### src/rtl/cronometro_param.sv
// Parametrised BCD stopwatch/timer: up-count with wrap pulse, down-count from a
// clamped BCD preset with end flag, and a display that can freeze while counting.
module cronometro_param #(
  parameter int NUM_DIGITOS = 4
) (
  input  logic                     clock,
  input  logic                     reset,
  input  logic                     tick,
  input  logic                     conta,
  input  logic                     pausa,
  input  logic                     para,
  input  logic                     zera,
  input  logic                     modo,
  input  logic [4*NUM_DIGITOS-1:0] preset,
  output logic [4*NUM_DIGITOS-1:0] contagem,
  output logic [1:0]               estado,
  output logic                     estouro,
  output logic                     fim
);

  localparam int W = 4 * NUM_DIGITOS;

  typedef enum logic [1:0] {
    ZERADO    = 2'd0,
    CONTANDO  = 2'd1,
    CONGELADO = 2'd2,
    PARADO    = 2'd3
  } estado_t;

  estado_t        estado_q, estado_n;
  logic [W-1:0]   contador, contador_n;
  logic [W-1:0]   carga, incremento, decremento;
  logic           modo_ativo, modo_ativo_n;
  logic           estouro_n, fim_n;
  logic           conta_old, pausa_old, para_old, zera_old;
  logic           e_conta, e_pausa, e_para, e_zera;
  logic           todos_nove, vai_um, empresta;
  logic           contador_zero, decremento_zero;
  logic           contando, chega_zero, acao_botao;

  assign e_conta = conta & ~conta_old;
  assign e_pausa = pausa & ~pausa_old;
  assign e_para  = para  & ~para_old;
  assign e_zera  = zera  & ~zera_old;

  assign contador_zero   = (contador == '0);
  assign decremento_zero = (decremento == '0);

  // Out-of-range preset digits load as 9 so the counter always holds valid BCD.
  always_comb begin
    carga = '0;
    for (int i = 0; i < NUM_DIGITOS; i++) begin
      carga[4*i +: 4] = (preset[4*i +: 4] > 4'd9) ? 4'd9 : preset[4*i +: 4];
    end
  end

  always_comb begin
    incremento = contador;
    vai_um     = 1'b1;
    for (int i = 0; i < NUM_DIGITOS; i++) begin
      if (vai_um) begin
        if (contador[4*i +: 4] == 4'd9) begin
          incremento[4*i +: 4] = 4'd0;
        end else begin
          incremento[4*i +: 4] = contador[4*i +: 4] + 4'd1;
          vai_um = 1'b0;
        end
      end
    end
    todos_nove = vai_um;
  end

  always_comb begin
    decremento = contador;
    empresta   = 1'b1;
    for (int i = 0; i < NUM_DIGITOS; i++) begin
      if (empresta) begin
        if (contador[4*i +: 4] == 4'd0) begin
          decremento[4*i +: 4] = 4'd9;
        end else begin
          decremento[4*i +: 4] = contador[4*i +: 4] - 4'd1;
          empresta = 1'b0;
        end
      end
    end
  end

  always_comb begin
    estado_n     = estado_q;
    contador_n   = contador;
    modo_ativo_n = modo_ativo;
    estouro_n    = 1'b0;
    chega_zero   = 1'b0;
    acao_botao   = 1'b0;
    contando     = tick && ((estado_q == CONTANDO) || (estado_q == CONGELADO));

    if (estado_q == ZERADO) begin
      modo_ativo_n = modo;
      contador_n   = modo ? carga : '0;
    end else if (contando) begin
      if (!modo_ativo) begin
        contador_n = incremento;
        estouro_n  = todos_nove;
      end else if (!contador_zero) begin
        contador_n = decremento;
        chega_zero = decremento_zero;
      end
    end

    // Only the highest-priority edge is considered; lower ones are dropped.
    if (e_zera) begin
      estado_n   = ZERADO;
      contador_n = modo ? carga : '0;
      acao_botao = 1'b1;
    end else if (e_conta) begin
      if ((estado_q != CONTANDO) && !(modo_ativo && contador_zero)) begin
        estado_n   = CONTANDO;
        acao_botao = 1'b1;
      end
    end else if (e_pausa) begin
      if (estado_q == CONTANDO) begin
        estado_n   = CONGELADO;
        acao_botao = 1'b1;
      end else if (estado_q == CONGELADO) begin
        estado_n   = CONTANDO;
        acao_botao = 1'b1;
      end
    end else if (e_para) begin
      if ((estado_q == CONTANDO) || (estado_q == CONGELADO)) begin
        estado_n   = PARADO;
        acao_botao = 1'b1;
      end
    end

    if (chega_zero && !acao_botao) begin
      estado_n = PARADO;
    end
    fim_n = (fim && !e_zera) || chega_zero;
  end

  always_ff @(posedge clock) begin
    if (reset) begin
      estado_q   <= ZERADO;
      contador   <= '0;
      contagem   <= '0;
      estouro    <= 1'b0;
      fim        <= 1'b0;
      modo_ativo <= 1'b0;
      conta_old  <= 1'b1;
      pausa_old  <= 1'b1;
      para_old   <= 1'b1;
      zera_old   <= 1'b1;
    end else begin
      estado_q   <= estado_n;
      contador   <= contador_n;
      estouro    <= estouro_n;
      fim        <= fim_n;
      modo_ativo <= modo_ativo_n;
      conta_old  <= conta;
      pausa_old  <= pausa;
      para_old   <= para;
      zera_old   <= zera;
      if (estado_n != CONGELADO) begin
        contagem <= contador_n;
      end
    end
  end

  assign estado = estado_q;

endmodule

### config.mk
export PLATFORM = sky130hd
export DESIGN_NAME = cronometro_param
export DESIGN_NICKNAME = d
export VERILOG_FILES = /design/src/rtl/cronometro_param.sv
export SDC_FILE = /design/constraint.sdc
export NUM_CORES = 1
export LEC_CHECK = 0
export ABC_AREA = 1
export CAP_MARGIN = 0
export CELL_PAD_IN_SITES_DETAIL_PLACEMENT = 1
export CELL_PAD_IN_SITES_GLOBAL_PLACEMENT = 2
export CORE_MARGIN = 2
export CORE_UTILIZATION = 29
export CTS_CLUSTER_DIAMETER = 100
export CTS_CLUSTER_SIZE = 20
export DETAILED_ROUTE_END_ITERATION = 8
export PLACE_DENSITY = 0.77
export SYNTH_ARGS = -nofsm -noshare
export SYNTH_HDL_FRONTEND = slang
export SYNTH_SLANG_ARGS = --single-unit
### constraint.sdc
create_clock -name clock -period 2.8 [get_ports clock]
set_clock_uncertainty 0.1 [all_clocks]
set_input_delay 0.56 -clock clock [delete_from_list [all_inputs] [get_ports clock]]
set_output_delay 0.56 -clock clock [all_outputs]
set_load 0.03 [all_outputs]
; Word-level counts from Yosys, hierarchy flattened
; Cells that the tools add are included.
[op_classes]
magnitude_cmp = 4
muxes = 56
n_addsub = 8
bitwise = 10
eq_ne = 8
n_reduce_logical = 18
[op_table]
columns = cell, n
row1 = $mux 16, 6
row2 = $mux 4, 18
row3 = $logic_not 16->1, 2
row4 = $mux 1, 23
row5 = $mux 2, 9
row6 = $add 4x1->4 const B, 4
row7 = $eq 4x4->1 const B, 4
row8 = $gt 4x4->1 const B, 4
row9 = $logic_not 4->1, 4
row10 = $sub 4x1->4 const B, 4
row11 = $not 1->1, 6
row12 = $logic_and 1x1->1, 5
row13 = $reduce_or 5->1, 1
row14 = $and 1x1->1, 4
row15 = $logic_not 1->1, 3
row16 = $eq 2x1->1 const B, 1
row17 = $eq 2x2->1 const B, 1
row18 = $logic_not 2->1, 1
row19 = $logic_or 1x1->1, 2
row20 = $ne 2x1->1 const B, 1
row21 = $ne 2x2->1 const B, 1
[word_totals]
regBits = 41
out_inout_bits = 20
in_bits = 24

; Depth between registers and ports, before layout
[logic_depth]
ltp_word = 13
ltp_mapped = 16

; Least setup slack after synthesis
; Ideal clock, no wire load.
[synth_path]
kind = reg-to-reg
start = reg estado_q[0], in the netlist estado[0]
end = reg contagem[10]
stages_incl_launch_ff = 17
slack_ns = 0.291
n_path_buf = 1
arrival_time_ns = 2.300
path_cell_list = dfxtp_1 > inv_1 > ha_1 > nand2_1 > inv_2 > nand2_1 > nor2_1 > nand2_1 > nor2_1 > nand3_2 > nor2_4 > nand4_4 > nand3_4 > buf_12 > nand2_2 > inv_2 > nor2_2
[synth_between]
elab_chain_len = 11
elab_cells_between_ends = 32
classes_between = eq/ne (4) / mux (22) / reduce/logical (6)
[synth_rtl]
columns = element, line_no
row1 = from (decl), 30  ; estado_t estado_q, estado_n;
row2 = from (signal assigned), 154  ; estado_q <= estado_n;
row3 = $eq 2x1->1 / $eq 2x2->1 (equally long branches), --
row4 = $logic_or 1x1->1, "95, 129"
row5 = $mux 1, 129  ; if ((estado_q == CONTANDO) || (estado_q == CONGELADO)) begin
row6 = $mux 1, 128  ; end else if (e_para) begin
row7 = $mux 1, 120  ; end else if (e_pausa) begin
row8 = $mux 1, 115  ; end else if (e_conta) begin
row9 = $mux 1, 111  ; if (e_zera) begin
row10 = $logic_not 1->1, 135  ; if (chega_zero && !acao_botao) begin
row11 = $logic_and 1x1->1, 135
row12 = $mux 2, 135
row13 = $ne 2x2->1, 163  ; if (estado_n != CONGELADO) begin
row14 = to (signal assigned), 164  ; contagem <= contador_n;
row15 = to (decl), 15  ; output logic [4*NUM_DIGITOS-1:0] contagem,
; Several ways; a longest one is shown, not always the timed one.
; A chain may end at the register's enable or synchronous reset.

; Worst setup path after layout
[layout_path]
start = reg contador[2]
end = reg contagem[10]
[layout_between]
elab_chain_len = 13
elab_cells_between_ends = 37
classes_between = add/sub (1) / eq/ne (2) / mux (26) / reduce/logical (8)
[layout_rtl]
columns = element, line_no
row1 = from (decl), 31  ; logic [W-1:0] contador, contador_n;
row2 = from (signal assigned), 155  ; contador <= contador_n;
row3 = $logic_not 4->1, 78  ; if (contador[4*i +: 4] == 4'd0) begin
row4 = $mux 1, 78
row5 = $mux 1 (2 in series), 77  ; if (empresta) begin
row6 = $mux 4, 77
row7 = $logic_not 16->1, 47  ; assign decremento_zero = (decremento == '0);
row8 = $mux 1, 104  ; end else if (!contador_zero) begin
row9 = $mux 1, 101  ; if (!modo_ativo) begin
row10 = $mux 1, 100  ; end else if (contando) begin
row11 = $mux 1, 97  ; if (estado_q == ZERADO) begin
row12 = $logic_and 1x1->1, 135
row13 = $mux 2, 135
row14 = $ne 2x2->1, 163
; Several ways; a longest one is shown, not always the timed one.

==> metrics.txt <==
initial core utilization between 30% and 40%; final worst slack 0.415 ns; arrival time worst endpoint ~2.5 ns; reg2reg end contagem[10]$_SDFFE_PP0P_; Max Root-Sink Buffers 2; number of global-route vias before repair between 3k and 4k; placed inst area roughly 3700 µm²; Min-Delay Path Depth 2; Final Cell Area between 3000 and 4000 µm²; combinational share of power a little under two fifths; count leader, synth nand2_1; cells after synthesis a little over 500; DR DRC count 0; Finished Layout Cells 697; CTS tree done; maxcap violations 0; WL per Instance ~16 µm; vias per cell around 4.9; Switch Pwr 693 µW; Tightest Pin Transition 0.655 ns; Tmin final between 2 and 2.5 ns; fill count around 1.4k; Syn Nets around 540; # diodes 0; total power per unit cell area 458 nW/µm²; I/O pins 44; status complete, no violations; peak supply drop roughly 0.19 mV; Sw Share between 40% and 50%; cts bufs inserted 5; share of layout cells above drive strength 1 11.8%; cell row count 37; clk slew on worst S/H paths around 0.090 ns; Pint slightly above 1 mW; # setup viols final 0; Hold Buf Count CTS 0; area leader, netlist dfxtp_1; Post-Syn Area 3120 µm²; initial antenna violation count 0; share of flip-flops with an asynchronous set or reset 0%; cell breakdown of the critical path inv_1 > nand2_1 > nor2_1 > nand2_1 > inv_1 > o21ai_0 > nand2_1 > nand3_1 > a21boi_1 > nand2_2 > inv_2 > nor2_2; Lkg Pwr between 1.5 and 2 nW; yosys warns 0; Yosys reg bits 41; core footprint approximately 10000 µm²; Detailed Routing Iterations Pass 1 4; Crit path largest cell delay 0.40 ns; commonest cells in the netlist 146 x nand2_1, 71 x inv_1, 55 x nor2_1; via count between 3k and 4k; Post-synth EDFFs 0; Yosys cell types 36; Startpoint Class flip-flop; pin count of the biggest net entering global routing 22; RD Place Congestion approximately 0.87; total clock sinks around 40; final core utilization between 30% and 40%; post-route clock period utilization between 80% and 90%; Setup TNS Final 0 ns; Slew headroom 56.3%; cell family with most CP delay simple AND/OR/NAND/NOR gates; hold_sp fim$_SDFF_PP0_; Die ar. around 12000 µm²; sequential share of the synthesized area between 20% and 30%; CP max-delay cell dfxtp_1; Worst Path Max Fanout 7; placed wire-length estimate 8470 µm; top_reg_cell synth dfxtp_1; H-tree lvl count 2; f_max roughly 420 MHz; First DRT Iteration DRCs between 100 and 150; Vert. Die Dim around 110 µm; Synth area leaders dfxtp_1 26%, nand2_1 18%, inv_1 8.6%, nor2_1 6.6%, nand3_1 5.8%; critical path type flip-flop to flip-flop; I/O Buffers between 40 and 50; Root Buffer clkbuf_8; worst r2r src contador[2]$_SDFF_PP0_; total wire length between 10000 and 15000 µm; placed instance count roughly 690; syn_area_per_cell 6.03 µm²; post-route ant nets 0; clk_lat worst skew about 0.30 ns; worst reg2reg path depth 12; clock group share of total power a little under a quarter; Critical Path RT around 2.9 ns; Yosys top cell area share a little over a quarter; worst min-delay path class flip-flop to flip-flop; Worst Setup End Kind flip-flop; register-to-register setup slack ~0.41 ns; final hold vios 0; CP Buf/Inv Count 3; Reg power frac approximately two fifths; most used cell, CP nand2_1; nets around 590; final hold slack 0.384 ns; fin. max-slew vios 0; Endpoint, Worst Hold fim$_SDFF_PP0_; grt ovf 0; Setup WS pre-CTS roughly 0.22 ns; GR Util All Layers about a fifth; RSZ-0062 raised after global routing false; Synth-to-Final Area Change 21.1%; chip width around 110 µm; Pwr Total between 1.5 and 2 mW; global-route wire length before repair between 15000 and 20000 µm
## timing repair
| item | 4_1_cts | 5_1_grt |
|---|---|---|
| setup buffers | 0 | 0 |
| endpoints found under the setup margin | 0 | 1 |
| gates resized for setup | 0 | 1 |
## worst register-to-register path, delay by kind of cell (launching register included)
kind                   cells  cell delay [ns]
AOI/OAI and AO/OA          2             0.42
buffers and inverters      3             0.46
DFF                        1             0.40
and+or+nand+nor            7             0.92
## state kept, by name (all words and copies together) (netlist names)
signal,count
estado,2
fim,1
contador,16
modo_ativo,1
pausa_old,1
para_old,1
zera_old,1
conta_old,1
estouro,1
contagem,16
## layer usage
metal / global-route usage [%] / routed length, µm
met5: 0 / 0
met4: 4.40 / 89
met3: 2.42 / 237
met2: 35.1 / 5520
met1: 25.0 / 5000
## cells by family after synthesis
| family | after synthesis | synth area share (%) |
|---|---|---|
| buffers and inverters | 104 | 14.1 |
| and+or+nand+nor | 299 | 44.6 |
| adders and majority gates | 3 | 1.20 |
| DFF | 41 | 26.3 |
| AOI/OAI and AO/OA | 67 | 12.9 |
| xor gates and xnor gates | 3 | 0.843 |
## cell usage in the layout (no fill, tap or decap), drive strengths merged
| cell | count |
|---|---|
| a21boi | 2 |
| a21oi | 30 |
| a22oi | 2 |
| a32oi | 3 |
| buf | 13 |
| clkbuf | 6 |
| clkdlybuf4s50 | 43 |
| clkinv | 5 |
| dfxtp | 41 |
| ha | 3 |
| inv | 81 |
| nand2 | 158 |
| nand3 | 41 |
| nand4 | 25 |
| nor2 | 70 |
| nor3 | 3 |
| nor3b | 1 |
| o2111ai | 1 |
| o211ai | 8 |
| o21a | 1 |
| o21ai | 19 |
| o31ai | 1 |
| or2 | 1 |
| xor2 | 3 |
## power by group through the flow
stage                     Clock, mW  Sequential [mW]  Combinational (mW)
after floorplan                   0            0.717               0.410
after global placement            0            0.691               0.648
after detailed placement          0            0.692               0.656
after CTS                     0.414            0.679               0.659
after global routing          0.440            0.685               0.730
final                         0.400            0.678               0.652
## worst max-delay path by stage
stage                           start                         to  slack, ns  cells after the start
6_report       contador[2]$_SDFF_PP0_  contagem[10]$_SDFFE_PP0P_       0.41                     12
3_5_place_dp                     zera  contagem[10]$_SDFFE_PP0P_       0.22                     13
2_1_floorplan    estado[0]$_SDFF_PP0_  contagem[10]$_SDFFE_PP0P_       0.29                     16
3_3_place_gp                     tick  contagem[14]$_SDFFE_PP0P_       0.22                     14
5_1_grt        contador[2]$_SDFF_PP0_  contagem[10]$_SDFFE_PP0P_       0.12                     12
4_1_cts        contador[2]$_SDFF_PP0_  contagem[10]$_SDFFE_PP0P_       0.25                     12
## cell type report
cell class                      count  area [µm²]  share of cell area, %
Clock buffer                        6        72.6                   1.92
Clock inverter                      2        10.0                  0.265
Inverter                           84         315                   8.35
Multi-Input combinational cell    372        1860                   49.2
Sequential cell                    41         821                   21.7
Tap cell                          136         170                   4.51
Timing Repair Buffer               56         528                   14.0
Note: power is estimated with default switching activity, not from simulation.
==> patch (config.mk and constraints unchanged) <==
Remove the register `estouro`: a continuous assignment takes its place, so the output `estouro` follows one clock earlier.
--- a/src/rtl/cronometro_param.sv
+++ b/src/rtl/cronometro_param.sv
@@ -145,3 +145,2 @@
       contagem   <= '0;
-      estouro    <= 1'b0;
       fim        <= 1'b0;
@@ -155,3 +154,2 @@
       contador   <= contador_n;
-      estouro    <= estouro_n;
       fim        <= fim_n;
@@ -168,2 +166,4 @@
 
+  assign estouro = estouro_n;
+
   assign estado = estado_q;
Formal check against the unedited RTL: same outputs for any inputs over 4 cycles, from zero or initial values and one cycle with reset high; that may be too few to reach the edited logic, so the function may still have changed.
==> patch against the unedited design <==
- register-to-register slack got worse by 0.13 ns
- area after synthesis decreased by 4.2%
- cell area decreased by 1.4%
- setup slack got worse by 0.25 ns
- sequential power decreased by 2.9%
- sequential cell count decreased by 1
- routed wire length decreased by 6.1%
- total power increased by 4.5%
==> patch: results (changes against the unedited design) <==
| Metric | Value |
|---|---|
| Status | `complete, no violations` |
| GRT Resource Usage Total | `19.3% (-0.30 points)` |
| Mapped Cells | `474 (-8.3%)` |
| Cell Count, Final, Fillers Out | `662 (-5.0%)` |
| CP Data Arrival Time | `1.98 ns (-0.50 ns)` |
| Part of the Yosys area used for sequential elements | `26.8% (+0.48 points)` |
| Wire length on met1 | `4800 um (-4.0%)` |
| Inst Count DP | `654 (-5.1%)` |
| Peak supply drop | `0.000366 V (+97%)` |
| DR WL/cell | `15.4 um (-1.1%)` |
| GPL Wtd Cong | `0.807 (-7.5%)` |
| Vias in the first global route | `3,288 (-8.9%)` |
| Met3 usage | `3.03% (+0.61 points)` |
| Crit-path max FO | `6 (-1)` |
| Met1 Usage GRT | `25.4% (+0.39 points)` |
| Leakage | `1.63 nW (-1.7%)` |
| Mapped Nets | `501 (-7.9%)` |
| DR iter-0 viols | `91 (-32%)` |
| Met3 WL | `325 um (+37%)` |
| Synth cell count leaders | `nand2_1, inv_1, nor2_1` |
| Share of layout cells above drive strength 1 | `17.1% (+5.3 points)` |
| Met2 wire len | `4750 um (-14%)` |
| Synth cell types | `39 (+8.3%)` |
| Relative slew slack | `61.0% (+4.7 points)` |
| Synth top area cells | `dfxtp_1, nand2_1, inv_1, nor2_1, nand3_1` |
==> patch: final timing paths <==
| kind | start | endpoint | slack (ns) | cells after the start |
|---|---|---|---|---|
| max | contador[6] | estouro | 0.16 | 10 |
| min | fim | fim | 0.38 | 2 |
| max reg2reg | contador[4] | contagem[2] | 0.28 | 14 |
| min reg2reg | fim | fim | 0.38 | 2 |
==> patch: kinds of logic after synthesis <==
family | count (synthesis) | synth area share [%]
simple gates | 275 | 44.3
fa+ha+maj | 3 | 1.26
flops | 40 | 26.8
buf+inv | 78 | 11.8
compound gates | 75 | 14.7
xor+xnor | 3 | 1.13
==> patch: area by class of cell <==
type	instances	area (sq um)
multi-input cells	356	1850
repair buffers	57	546
clock inverters	3	42.5
well taps	136	170
clock buffers	5	68.8
inverters	65	244
flip-flops and latches	40	805
fillers	1325	6420
==> patch: stage by stage <==
stage | total power, mW | area, sq um | util, % | worst slack, ns
after floorplan | 1.11 | 2990 | - | 0.178
final | 1.81 | 3720 | 36.7 | 0.160
after global placement | 1.31 | 3600 | 35.5 | 0.193
after global routing | 1.92 | 3720 | 36.7 | 0.0134
after detailed placement | 1.32 | 3600 | 35.5 | 0.155
after CTS | 1.83 | 3710 | 36.6 | 0.0355
==> patch: power by group <==
group / internal (mW) / switching [mW] / total (mW)
Combinational: 0.234 / 0.416 / 0.650
Clock: 0.264 / 0.235 / 0.500
Sequential: 0.613 / 0.0448 / 0.658
Total: 1.11 / 0.696 / 1.81
==> patch: critical path, delay by kind of cell, from the launching register on <==
| kind | cells | cell delay, ns |
|---|---|---|
| simple gates | 7 | 0.87 |
| buf+inv | 3 | 0.45 |
| flops | 1 | 0.35 |
==> patch: what timing repair did <==
item,4_1_cts,5_1_grt
endpoints found under the setup margin,0,1
endpoints found under the hold margin,0,0
resized for setup,0,5
